==> src/rtl/vg_flow_ctrl_if.sv <==
// Control/fetch/decode handshake bundle between the vector-generator flow controller
// and its surroundings (DMA control, vector memory read port, opcode sequencer).
interface vg_flow_ctrl_if #(
  parameter int ADDR_W = 13
);
  // Handshakes: fetch_req is held high (fetch_addr stable) until the cycle fetch_ack
  // is sampled high on a rising edge; dmago, stop and op_valid are single-cycle
  // strobes sampled on the rising edge, with op/target valid only alongside op_valid.
  logic              dmago;
  logic              stop;
  logic              fetch_ack;
  logic              op_valid;
  logic [3:0]        op;
  logic [ADDR_W-1:0] target;
  logic              fetch_req;
  logic [ADDR_W-1:0] fetch_addr;
  logic              running;
  logic              halted;
  logic              stack_err;
  logic [2:0]        depth;
  logic [1:0]        state_dbg;

  modport master (
    output dmago, stop, fetch_ack, op_valid, op, target,
    input  fetch_req, fetch_addr, running, halted, stack_err, depth, state_dbg
  );

  modport slave (
    input  dmago, stop, fetch_ack, op_valid, op, target,
    output fetch_req, fetch_addr, running, halted, stack_err, depth, state_dbg
  );
endinterface

==> src/rtl/vg_flow_ctrl.sv <==
// Vector-generator program-flow controller: PC, return stack, fetch requests and
// PC advance from each decoded opcode.
module vg_flow_ctrl #(
  parameter int ADDR_W      = 13,
  parameter int STACK_DEPTH = 4
) (
  input  logic           clk,
  input  logic           reset,
  vg_flow_ctrl_if.slave  bus
);

  typedef enum logic [1:0] {
    S_IDLE    = 2'd0,
    S_FETCH   = 2'd1,
    S_WAIT_OP = 2'd2
  } state_e;

  localparam logic [3:0] OP_LABS = 4'hA;
  localparam logic [3:0] OP_HALT = 4'hB;
  localparam logic [3:0] OP_JSRL = 4'hC;
  localparam logic [3:0] OP_RTSL = 4'hD;
  localparam logic [3:0] OP_JMPL = 4'hE;
  localparam logic [3:0] OP_SVEC = 4'hF;

  localparam int         IDX_W   = (STACK_DEPTH > 1) ? $clog2(STACK_DEPTH) : 1;
  localparam logic [2:0] SP_FULL = 3'(STACK_DEPTH);

  state_e            state_q, state_d;
  logic [ADDR_W-1:0] pc_q, pc_d;
  logic [2:0]        sp_q, sp_d;
  logic              halted_q, halted_d;
  logic              err_q, err_d;
  logic [ADDR_W-1:0] stack_q [STACK_DEPTH];

  logic              push_en;
  logic [ADDR_W-1:0] ret_addr;
  logic [IDX_W-1:0]  push_idx;
  logic [IDX_W-1:0]  pop_idx;

  assign ret_addr = pc_q + ADDR_W'(1);
  assign push_idx = IDX_W'(sp_q);
  assign pop_idx  = IDX_W'(sp_q - 3'd1);

  always_comb begin
    state_d  = state_q;
    pc_d     = pc_q;
    sp_d     = sp_q;
    halted_d = halted_q;
    err_d    = err_q;
    push_en  = 1'b0;

    if (bus.stop) begin
      state_d = S_IDLE;
    end else if (bus.dmago) begin
      state_d  = S_FETCH;
      pc_d     = '0;
      sp_d     = '0;
      halted_d = 1'b0;
      err_d    = 1'b0;
    end else begin
      case (state_q)
        S_IDLE: ;
        S_FETCH: begin
          if (bus.fetch_ack) state_d = S_WAIT_OP;
        end
        S_WAIT_OP: begin
          if (bus.op_valid) begin
            state_d = S_FETCH;
            case (bus.op)
              OP_SVEC: pc_d = pc_q + ADDR_W'(1);
              OP_JMPL: pc_d = bus.target;
              OP_JSRL: begin
                // Overflow is terminal: PC and SP stay put so the fault address is visible.
                if (sp_q == SP_FULL) begin
                  err_d   = 1'b1;
                  state_d = S_IDLE;
                end else begin
                  push_en = 1'b1;
                  sp_d    = sp_q + 3'd1;
                  pc_d    = bus.target;
                end
              end
              OP_RTSL: begin
                if (sp_q == 3'd0) begin
                  err_d   = 1'b1;
                  state_d = S_IDLE;
                end else begin
                  sp_d = sp_q - 3'd1;
                  pc_d = stack_q[pop_idx];
                end
              end
              OP_HALT: begin
                halted_d = 1'b1;
                state_d  = S_IDLE;
              end
              // VCTR (0x0-0x9) and LABS are both two-word instructions.
              default: pc_d = pc_q + ADDR_W'(2);
            endcase
          end
        end
        default: state_d = S_IDLE;
      endcase
    end
  end

  always_ff @(posedge clk or negedge reset) begin
    if (!reset) begin
      state_q  <= S_IDLE;
      pc_q     <= '0;
      sp_q     <= '0;
      halted_q <= 1'b0;
      err_q    <= 1'b0;
    end else begin
      state_q  <= state_d;
      pc_q     <= pc_d;
      sp_q     <= sp_d;
      halted_q <= halted_d;
      err_q    <= err_d;
    end
  end

  // Return-stack storage survives dmago; only the pointer is rewound.
  always_ff @(posedge clk or negedge reset) begin
    if (!reset) begin
      for (int i = 0; i < STACK_DEPTH; i++) stack_q[i] <= '0;
    end else if (push_en) begin
      stack_q[push_idx] <= ret_addr;
    end
  end

  assign bus.fetch_req  = (state_q == S_FETCH);
  assign bus.fetch_addr = pc_q;
  assign bus.running    = (state_q != S_IDLE);
  assign bus.halted     = halted_q;
  assign bus.stack_err  = err_q;
  assign bus.depth      = sp_q;
  assign bus.state_dbg  = state_q;

endmodule
==> src/flat_wrapper.sv <==
// flat-port wrapper written by rule: the top's interface ports become plain ports
module vg_flow_ctrl_flat 
#(
  parameter int ADDR_W      = 13,
  parameter int STACK_DEPTH = 4
)
  (clk, reset, bus_dmago, bus_stop, bus_fetch_ack, bus_op_valid, bus_op, bus_target, bus_fetch_req, bus_fetch_addr, bus_running, bus_halted, bus_stack_err, bus_depth, bus_state_dbg);
  vg_flow_ctrl_if #(.ADDR_W(ADDR_W)) bus_i ();
  input  logic clk;
  input  logic reset;
  input wire logic [$bits(bus_i.dmago)-1:0] bus_dmago;
  input wire logic [$bits(bus_i.stop)-1:0] bus_stop;
  input wire logic [$bits(bus_i.fetch_ack)-1:0] bus_fetch_ack;
  input wire logic [$bits(bus_i.op_valid)-1:0] bus_op_valid;
  input wire logic [$bits(bus_i.op)-1:0] bus_op;
  input wire logic [$bits(bus_i.target)-1:0] bus_target;
  output wire logic [$bits(bus_i.fetch_req)-1:0] bus_fetch_req;
  output wire logic [$bits(bus_i.fetch_addr)-1:0] bus_fetch_addr;
  output wire logic [$bits(bus_i.running)-1:0] bus_running;
  output wire logic [$bits(bus_i.halted)-1:0] bus_halted;
  output wire logic [$bits(bus_i.stack_err)-1:0] bus_stack_err;
  output wire logic [$bits(bus_i.depth)-1:0] bus_depth;
  output wire logic [$bits(bus_i.state_dbg)-1:0] bus_state_dbg;
  assign bus_i.dmago = bus_dmago;
  assign bus_i.stop = bus_stop;
  assign bus_i.fetch_ack = bus_fetch_ack;
  assign bus_i.op_valid = bus_op_valid;
  assign bus_i.op = bus_op;
  assign bus_i.target = bus_target;
  assign bus_fetch_req = bus_i.fetch_req;
  assign bus_fetch_addr = bus_i.fetch_addr;
  assign bus_running = bus_i.running;
  assign bus_halted = bus_i.halted;
  assign bus_stack_err = bus_i.stack_err;
  assign bus_depth = bus_i.depth;
  assign bus_state_dbg = bus_i.state_dbg;
  vg_flow_ctrl #(.ADDR_W(ADDR_W), .STACK_DEPTH(STACK_DEPTH)) u_core (.clk(clk), .reset(reset), .bus(bus_i));
endmodule
==> config.mk <==
export PLATFORM = sky130hd
export DESIGN_NAME = vg_flow_ctrl_flat
export DESIGN_NICKNAME = d
export VERILOG_FILES = /design/src/rtl/vg_flow_ctrl_if.sv /design/src/rtl/vg_flow_ctrl.sv /design/src/flat_wrapper.sv
export SDC_FILE = /design/constraint.sdc
export NUM_CORES = 1
export LEC_CHECK = 0
export ABC_AREA = 1
export BUFFER_PORTS_ARGS = -buffer_cell sky130_fd_sc_hd__buf_4
export CORE_ASPECT_RATIO = 0.5
export CORE_UTILIZATION = 64
export CTS_CLUSTER_SIZE = 14
export DETAILED_ROUTE_END_ITERATION = 8
export GPL_TIMING_DRIVEN = 0
export HOLD_SLACK_MARGIN = 0.05
export PLACE_DENSITY = 0.92
export SLEW_MARGIN = 40
export SYNTH_ARGS = -nofsm -noshare
export SYNTH_HDL_FRONTEND = slang
export SYNTH_SLANG_ARGS = --single-unit
export TNS_END_PERCENT = 100
==> constraint.sdc <==
create_clock -name clk -period 4.6 [get_ports clk]
set_input_delay 1.15 -clock clk [delete_from_list [all_inputs] [get_ports clk]]
set_output_delay 1.15 -clock clk [all_outputs]
set_load 0.02 [all_outputs]
==> results.yml, run 1 <==
worst_setup_path:
  slowest_stage: "buf_1"
  r2r-start: "u_core.bus.depth[0]"
  worst_setup_path_start_kind: "flop"
  endpoint_kind: "flop"
  required_ps: 4800
  max_stage_delay_ps: 480
  reg2reg_to: "u_core.bus.fetch_addr[5]"
  worstPathMaxFanout: 12
  r2r_setup_slack_ps: 1510
  r2r_cells: 12
  critPathKind: "reg2reg"
  arrival_ps: 3290
  crit_chain: "buf_2, inv_1, buf_2, buf_2, ha_1, inv_1, buf_1, nand3_1, nand3_1, nand3_1, nand2_1, o21ai_0"
clocking:
  clk_pin_slew_worst_paths_ps: 60
  clockBufferDepth: 2
  clk_latency_ps: 340
  post_cts_buffers: 0
  ctsHoldBuffers: 0
  cts_resized: 0
  cts-root-buf: "clkbuf_16"
  cts_tree: "yes"
  cts_sinks: 72
  numCtsBuffers: 9
  htreeDepth: 3
power_and_ir_drop:
  p_leak_nw: 2.49
  power_mw: 1.92
  vdd_drop_max_v: 0.000408
  powerDensity_mw_per_mm2: 379
timing:
  rsz0062_at_grt: "false"
  worst_slew_pin_slew_ps: 657
  maxSlewViolCount: 0
  max_freq_ghz: 0.323
  timing.final.hold_violations: 0
  tns_ps: 0
  maxSlewHeadroom: 0.559
  fin_worst_skew_ps: 6.31
  period_minus_slack_ps: 3090
  setup_viol: 0
  fin_crit_sh: 0.673
layout:
  n_fill_cell: 434
  multiInputGateArea_sq_mm: 0.00216
  nets: 687
  final_cell_mix: "nand2_1, dfrtp_1, nand3_1"
  num_antenna_cells: 0
  area_growth_syn_to_layout_pct: 17.2
  regArea_sq_mm: 0.00180
  final_area_sq_mm: 0.00505
  mostFrequentLayoutCell: "nand2_1"
  drive_gt1_frac: 0.143
drt:
  drc: 0
  wl_per_cell_um: 16.9
  drtIter0Drc: 727
  totalWireLength_um: 12600
  ant_nets: 0
  via_count: 4461
  dr.pass1.iters: 6
  vias_per_cell: 5.98
logic_synthesis:
  synth_top_area_share: 0.418
  seq_area_frac_synth: 0.418
  synthTopCellsByArea: "dfrtp_1, nand2_1, nand3_1"
  synth_edf_count: 0
  synth_top_flop_cell: "dfrtp_1"
  synth_compound_area_frac: 0.136
  synth-simple-area-share: 0.327
  yosysWarningCount: 0
  synthAdderAreaFrac: 0.0290
  synth_cell_type_count: 33
  synth.cell_area_sq_mm: 0.00431
  synth_xor_area_frac: 0.00813
  ys_ff_latch: 72
  synth_top_family_by_area: "simple AND/OR/NAND/NOR gates"
  synth_mux_area_frac: 0
  synth_top_area_cell: "dfrtp_1"
  avgSynthCellArea_sq_um: 7.19
  synthesis.instances: 599
  async_flop_share: 1.00
  synth_nets: 632
floorplanning:
  die_y_um: 60.0
  start_util: 0.686
  fp.dieArea_sq_mm: 0.00708
  core_area_sq_mm: 0.00628
  rows: 20
  dieWidth_um: 118
  ios: 45
worst_hold_path:
  hold_class: "reg2reg"
  hold_path_end: "u_core.stack_q[14]"
  whs_path_depth: 2
  hold_path_startpoint: "u_core.stack_q[14]"
run:
  drv_cap: 0
global_route:
  grt-ovfl-total: 0
  grt_first_pass_wirelength_um: 20000
  antenna_found_initial: 0
  first_global_vias: 3947
  gr-usage-all-layers: 0.380
  grt_max_degree: 73
placed_design:
  placed_cell_area_sq_mm: 0.00475
  place_hpwl_um: 8540
  io_buffers: 44
  gp_congestion: 0.927
outcome:
  status: "finished clean"
==> cells by family (layout without fill, tap and decap cells) <==
family | count (synthesis) | in the layout
and+or+nand+nor | 331 | 331
AOI/OAI and AO/OA | 110 | 110
xor gates and xnor gates | 4 | 4
buffers and inverters | 72 | 131
adders and majority gates | 10 | 10
DFF | 72 | 72
==> worst max path at each step <==
stage                              from                        end  slack [ps]  cells past startpoint
floorplan           u_core.bus.depth[0]         u_core.stack_q[15]        2200                     12
global placement    u_core.bus.depth[0]  u_core.bus.fetch_addr[11]        1780                     14
detailed placement  u_core.bus.depth[0]   u_core.bus.fetch_addr[5]        1690                     12
CTS                 u_core.bus.depth[0]   u_core.bus.fetch_addr[5]        1610                     12
global route        u_core.bus.depth[0]   u_core.bus.fetch_addr[5]        1340                     12
finish              u_core.bus.depth[0]   u_core.bus.fetch_addr[5]        1510                     12
==> cell usage after synthesis (6+ instances only) <==
master   number
buf_2         6
a21oi_1      24
nand3_1      64
nor2_1       46
dfrtp_1      72
o21ai_0      37
inv_1        48
buf_6         9
o21ai_1      38
nand2_1     202
ha_1         10
==> flip-flops by register name, indices dropped and copies added, names as in the netlist <==
register / count
u_core.bus.state_dbg: 2
u_core.bus.fetch_addr: 13
u_core.bus.depth: 3
u_core.bus.halted: 1
u_core.stack_q: 52
u_core.bus.stack_err: 1
==> power by group <==
part           internal [mW]  total [mW]  switching [mW]  leakage, nW
Combinational          0.163       0.508           0.345         1.35
Clock                  0.432       0.708           0.277        0.145
Sequential             0.659       0.699          0.0400        0.993
==> cell type report <==
class                   count  share of cell area
well taps                  88              0.0218
clock buffers              10              0.0473
repair buffers             44              0.0662
plain buffers              24              0.0337
clock inverters             5              0.0112
flip-flops and latches     72               0.357
multi-input cells         455               0.427
inverters                  48              0.0357
==> metrics by stage <==
stage	worst slack, ps	utilization	hold WS (ps)	std cells
after floorplan	2200	-	450	599
after global placement	1780	0.756	459	731
after detailed placement	1690	0.757	472	731
after CTS	1610	0.804	489	746
after global routing	1340	0.804	504	746
final	1510	0.804	486	746
==> worst max-delay path: cells and delay by family (launching register included) <==
| kind | cells | cell delay [ps] |
|---|---|---|
| adder cells (fa/ha/maj) | 1 | 330 |
| flip-flops | 1 | 410 |
| buffers and inverters | 6 | 1500 |
| AND/OR/NAND/NOR | 4 | 610 |
| AO/OA/AOI/OAI | 1 | 90 |
==> metal layers <==
metal / global-route usage / share of wire / wire length (um)
met2: 0.593 / 0.42 / 5360
met3: 0.125 / 0.13 / 1620
met5: 0 / 0 / 0
met1: 0.503 / 0.42 / 5330
met4: 0.136 / 0.024 / 306
(Power assumes the default switching activity.)
==> inputs of run 2 (changes only) <==
- CORE_UTILIZATION: 64 -> 54
- PLACE_DENSITY: 0.92 -> 0.83
- clock period: 4.6 -> 2.6 ns (I/O delays scaled with it)
==> results.yml, run 2 (same netlist as run 1, synthesis figures left out) <==
outcome:
  status: "finished clean"
placed_design:
  dp_slack_ps: -315
  place_hpwl_um: 8520
  io_buffers: 44
  gp_congestion: 0.898
  placed_cell_area_sq_mm: 0.00478
layout:
  final_cell_mix: "nand2_1, dfrtp_1, nand3_1"
  mostFrequentLayoutCell: "nand2_1"
  regMostFlops: "u_core.stack_q"
  n_fill_cell: 600
  drive_gt1_frac: 0.153
  num_antenna_cells: 0
  largest_reg_flops: 52
  final_area_sq_mm: 0.00517
  area_growth_syn_to_layout_pct: 20.0
  nets: 688
timing:
  timing.final.hold_violations: 0
  setup_viol: 0
  rsz0062_at_grt: "false"
  period_minus_slack_ps: 2390
  worst_slew_pin_slew_ps: 729
  fin_worst_skew_ps: 7.11
  max_freq_ghz: 0.418
  maxSlewHeadroom: 0.511
  maxSlewViolCount: 0
  layout_setup_ws_ps: 210
  fin_crit_sh: 0.919
clocking:
  numCtsBuffers: 9
  cts_sinks: 72
  htreeDepth: 3
  clockBufferDepth: 2
  cts-root-buf: "clkbuf_16"
  cts_tree: "yes"
  clk_latency_ps: 340
  ctsHoldBuffers: 0
  clk_pin_slew_worst_paths_ps: 60
floorplanning:
  core_area_sq_mm: 0.00751
  ios: 45
  dieWidth_um: 128
  rows: 22
  start_util: 0.573
  fp.dieArea_sq_mm: 0.00836
  die_y_um: 65.2
global_route:
  grt-ovfl-total: 0
  grt_max_degree: 73
  gr-usage-all-layers: 0.323
  first_global_vias: 3971
  grt_first_pass_wirelength_um: 20100
  antenna_found_initial: 0
drt:
  wl_per_cell_um: 16.5
  via_count: 4418
  ant_nets: 0
  drc: 0
  totalWireLength_um: 12700
  dr.pass1.iters: 8
  vias_per_cell: 5.76
  drtIter0Drc: 628
worst_hold_path:
  hold_class: "in2async"
worst_setup_path:
  worst_setup_path_start_kind: "flop"
  required_ps: 2830
  r2r_setup_slack_ps: 210
  r2r_cells: 14
  worstPathMaxFanout: 12
  reg2reg_to: "u_core.bus.fetch_addr[11]"
  endpoint_kind: "flop"
  critPathKind: "reg2reg"
  r2r-start: "u_core.bus.depth[0]"
  arrival_ps: 2620
power_and_ir_drop:
  vdd_drop_max_v: 0.000445
  p_leak_nw: 2.52
  power_mw: 3.59
  powerDensity_mw_per_mm2: 695
run:
  drv_cap: 0
-- run 2: per-stage QoR --
| step | TNS, ps | hold slack, ps | std cells | utilization |
|---|---|---|---|---|
| floorplan | 0 | 354 | 599 | - |
| global placement | -3730 | 459 | 751 | 0.635 |
| detailed placement | -4490 | 469 | 751 | 0.636 |
| CTS | 0 | 352 | 767 | 0.684 |
| global route | 0 | 367 | 767 | 0.688 |
| finish | 0 | 304 | 767 | 0.688 |
-- run 2: critical path, stage by stage, from the launching register on --
cell	delay, ps
dfrtp_1	400
clkbuf_4	190
inv_1	80
clkbuf_4	220
buf_6	170
ha_2	320
inv_2	150
buf_6	180
nand3_1	90
nand3_1	140
nand2_1	80
inv_1	60
nand2_1	80
nand2_1	80
nand2_1	40
-- run 2: what timing repair did --
| item | CTS | global route |
|---|---|---|
| setup buffers | 1 | 0 |
| gates resized for setup | 5 | 12 |
| pin swaps | 1 | 0 |
| setup endpoints to repair | 61 | 56 |
-- run 2: worst max-delay path by stage --
stage | slack, ps | cells after the start | end | from
finish | 210 | 14 | u_core.bus.fetch_addr[11] | u_core.bus.depth[0]
global route | 40 | 14 | u_core.bus.fetch_addr[10] | u_core.bus.depth[0]
CTS | 40 | 14 | u_core.bus.fetch_addr[11] | u_core.bus.depth[0]
detailed placement | -310 | 14 | u_core.bus.fetch_addr[11] | u_core.bus.depth[0]
global placement | -310 | 14 | u_core.bus.fetch_addr[11] | u_core.bus.depth[0]
floorplan | 200 | 12 | u_core.stack_q[15] | u_core.bus.depth[0]
-- run 2: layout make-up --
class	count	area, sq um	area share
tap	108	135	0.0261
inverter	48	180	0.0348
buffer	24	196	0.0380
multi-input combinational	455	2170	0.419
sequential	72	1800	0.348
clock inverter	5	106	0.0206
timing repair buffer	45	354	0.0685
clock buffer	10	229	0.0443
-- run 2: power breakdown --
| group | internal (mW) | leakage, nW | switching, mW |
|---|---|---|---|
| logic | 0.319 | 1.37 | 0.619 |
| registers | 1.17 | 0.993 | 0.0687 |
| clock network | 0.934 | 0.159 | 0.486 |
| total | 2.42 | 2.52 | 1.17 |
-- run 2: per-layer routing --
layer  GRT usage  wire length [um]  up-vias
li1            -                 -     2057
met2       0.480              5530      245
met5           0                 0        -
met3      0.0936              1530       29
met1       0.459              5410     2087
met4      0.0926               199        0
==> inputs of run 3 (changes only) <==
--- a/config.mk
+++ b/config.mk
@@ -15,3 +15,4 @@
 export HOLD_SLACK_MARGIN = 0.05
-export PLACE_DENSITY = 0.83
+export MAX_ROUTING_LAYER = met4
+export PLACE_DENSITY = 0.8
 export SLEW_MARGIN = 40
--- a/constraint.sdc
+++ b/constraint.sdc
@@ -3,2 +3,2 @@
 set_output_delay 0.65 -clock clk [all_outputs]
-set_load 0.02 [all_outputs]
+set_load 0.005 [all_outputs]
==> results.yml, run 3 (same netlist as run 1, synthesis figures left out) <==
outcome:
  status: "finished clean"
layout:
  n_fill_cell: 647
  area_growth_syn_to_layout_pct: 19.1
  mostFrequentLayoutCell: "nand2_1"
  regMostFlops: "u_core.stack_q"
  nets: 687
  largest_reg_flops: 52
  layout.cells.non_filler: 767
  drive_gt1_frac: 0.152
  num_antenna_cells: 0
  final_cell_mix: "nand2_1, dfrtp_1, nand3_1"
clocking:
  clockBufferDepth: 2
  cts-root-buf: "clkbuf_16"
  cts_tree: "yes"
  numCtsBuffers: 9
  clk_latency_ps: 340
  cts_sinks: 72
  htreeDepth: 3
  clk_pin_slew_worst_paths_ps: 60
timing:
  maxSlewViolCount: 0
  setup_viol: 0
  fin_worst_skew_ps: 5.50
  rsz0062_at_grt: "false"
  max_freq_ghz: 0.422
  fin_crit_sh: 0.911
  worst_slew_pin_slew_ps: 677
  timing.final.hold_violations: 0
  maxSlewHeadroom: 0.549
  period_minus_slack_ps: 2370
  tns_ps: 0
drt:
  drc: 0
  wl_per_cell_um: 16.1
  totalWireLength_um: 12300
  dr.pass1.iters: 5
  drtIter0Drc: 543
  via_count: 4272
  ant_nets: 0
  vias_per_cell: 5.57
power_and_ir_drop:
  powerDensity_mw_per_mm2: 658
  pwr-share-seq: 0.366
  p_leak_nw: 2.51
  power.switching_mw: 1.11
  switching_share: 0.328
  combPwrFrac: 0.253
  vdd_drop_max_v: 0.000488
  clkPwrFrac: 0.381
  internal_power_mw: 2.27
floorplanning:
  die_y_um: 65.2
  fp.dieArea_sq_mm: 0.00836
  core_area_sq_mm: 0.00751
  dieWidth_um: 128
  rows: 22
  start_util: 0.573
  ios: 45
worst_setup_path:
  endpoint_kind: "flop"
  worst_setup_path_start_kind: "flop"
  crit_chain: "buf_2, inv_1, clkbuf_4, ha_2, inv_2, buf_6, nand3_1, nand3_1, nand2_1, inv_1, nand2_1, nand2_1, nand2_1"
  worstPathMaxFanout: 21
  critPathKind: "reg2reg"
  required_ps: 2840
  max_stage_delay_ps: 420
  cpMostUsedCell: "nand2_1"
  slowest_stage: "dfrtp_1"
  arrival_ps: 2610
global_route:
  antenna_found_initial: 0
  grt-ovfl-total: 0
  first_global_vias: 3894
  gr-usage-all-layers: 0.336
  grt_first_pass_wirelength_um: 20100
  grt_max_degree: 73
placed_design:
  gp_congestion: 0.892
  io_buffers: 44
  place.detailed.instances: 751
  place_hpwl_um: 8470
run:
  drv_cap: 0
worst_hold_path:
  hold_class: "in2async"
[run 3: cell count changes in the layout (fill, tap and decap cells not counted), sizes merged]
| cell | change |
|---|---|
| clkbuf | +1 |
| clkinv | +2 |
| bufinv | -2 |
| clkinvlp | -1 |
[run 3: timing repair]
item / 4_1_cts / 5_1_grt
pin swaps: 1 / 0
resized for setup: 5 / 9
hold buffers: 0 / 0
buffers inserted: 1 / 0
endpoints found under the setup margin: 64 / 52
[run 3: power groups by stage]
stage | clock, mW | sequential (mW) | combinational, mW
after floorplan | 0 | 1.24 | 0.493
after CTS | 1.28 | 1.23 | 0.829
after global placement | 0 | 1.25 | 0.792
after detailed placement | 0 | 1.25 | 0.804
after global routing | 1.34 | 1.24 | 0.950
final | 1.29 | 1.23 | 0.856
[run 3: layout make-up]
cell class | instances | area, sq um | area share
tap | 108 | 135 | 0.0263
inverter | 48 | 180 | 0.0351
clock buffer | 12 | 256 | 0.0500
timing repair buffer | 45 | 354 | 0.0690
buffer | 23 | 183 | 0.0356
multi-input combinational | 455 | 2170 | 0.423
sequential | 72 | 1800 | 0.351
clock inverter | 4 | 52.6 | 0.0102
[run 3: final timing paths]
check                                     from                         to  slack [ps]  cells past startpoint
min                                      reset    u_core.bus.state_dbg[0]         310                      1
max                        u_core.bus.depth[0]  u_core.bus.fetch_addr[11]         230                     13
min reg2reg                 u_core.stack_q[15]         u_core.stack_q[15]         480                      2
max reg2reg                u_core.bus.depth[0]  u_core.bus.fetch_addr[11]         230                     13
max in group asynchronous                reset         u_core.stack_q[51]        1810                      1
min in group clk            u_core.stack_q[15]         u_core.stack_q[15]         480                      2
[run 3: routing by layer]
| layer | global-route usage | part of all wire | vias up |
|---|---|---|---|
| met5 | - | 0 | - |
| met4 | 0.0985 | 0.015 | 0 |
| met3 | 0.0920 | 0.11 | 23 |
| met2 | 0.484 | 0.42 | 223 |
| met1 | 0.464 | 0.45 | 1965 |
| li1 | - | - | 2061 |
[run 3: through the flow]
step | hold slack (ps) | setup slack [ps] | power, mW | utilization | area (sq um)
after floorplan | 354 | 331 | 1.74 | - | 4310
after global placement | 460 | -263 | 2.04 | 0.635 | 4770
after detailed placement | 462 | -320 | 2.06 | 0.636 | 4780
after CTS | 346 | 12.8 | 3.35 | 0.681 | 5120
after global routing | 369 | 69.4 | 3.53 | 0.683 | 5130
final | 306 | 232 | 3.38 | 0.683 | 5130
[run 3: worst max-delay path, delay by kind of cell, from the launching register on]
kind / cells / cell delay [ps]
adders and majority gates: 1 / 360
buffers and inverters: 6 / 970
DFF: 1 / 420
and+or+nand+nor: 6 / 520
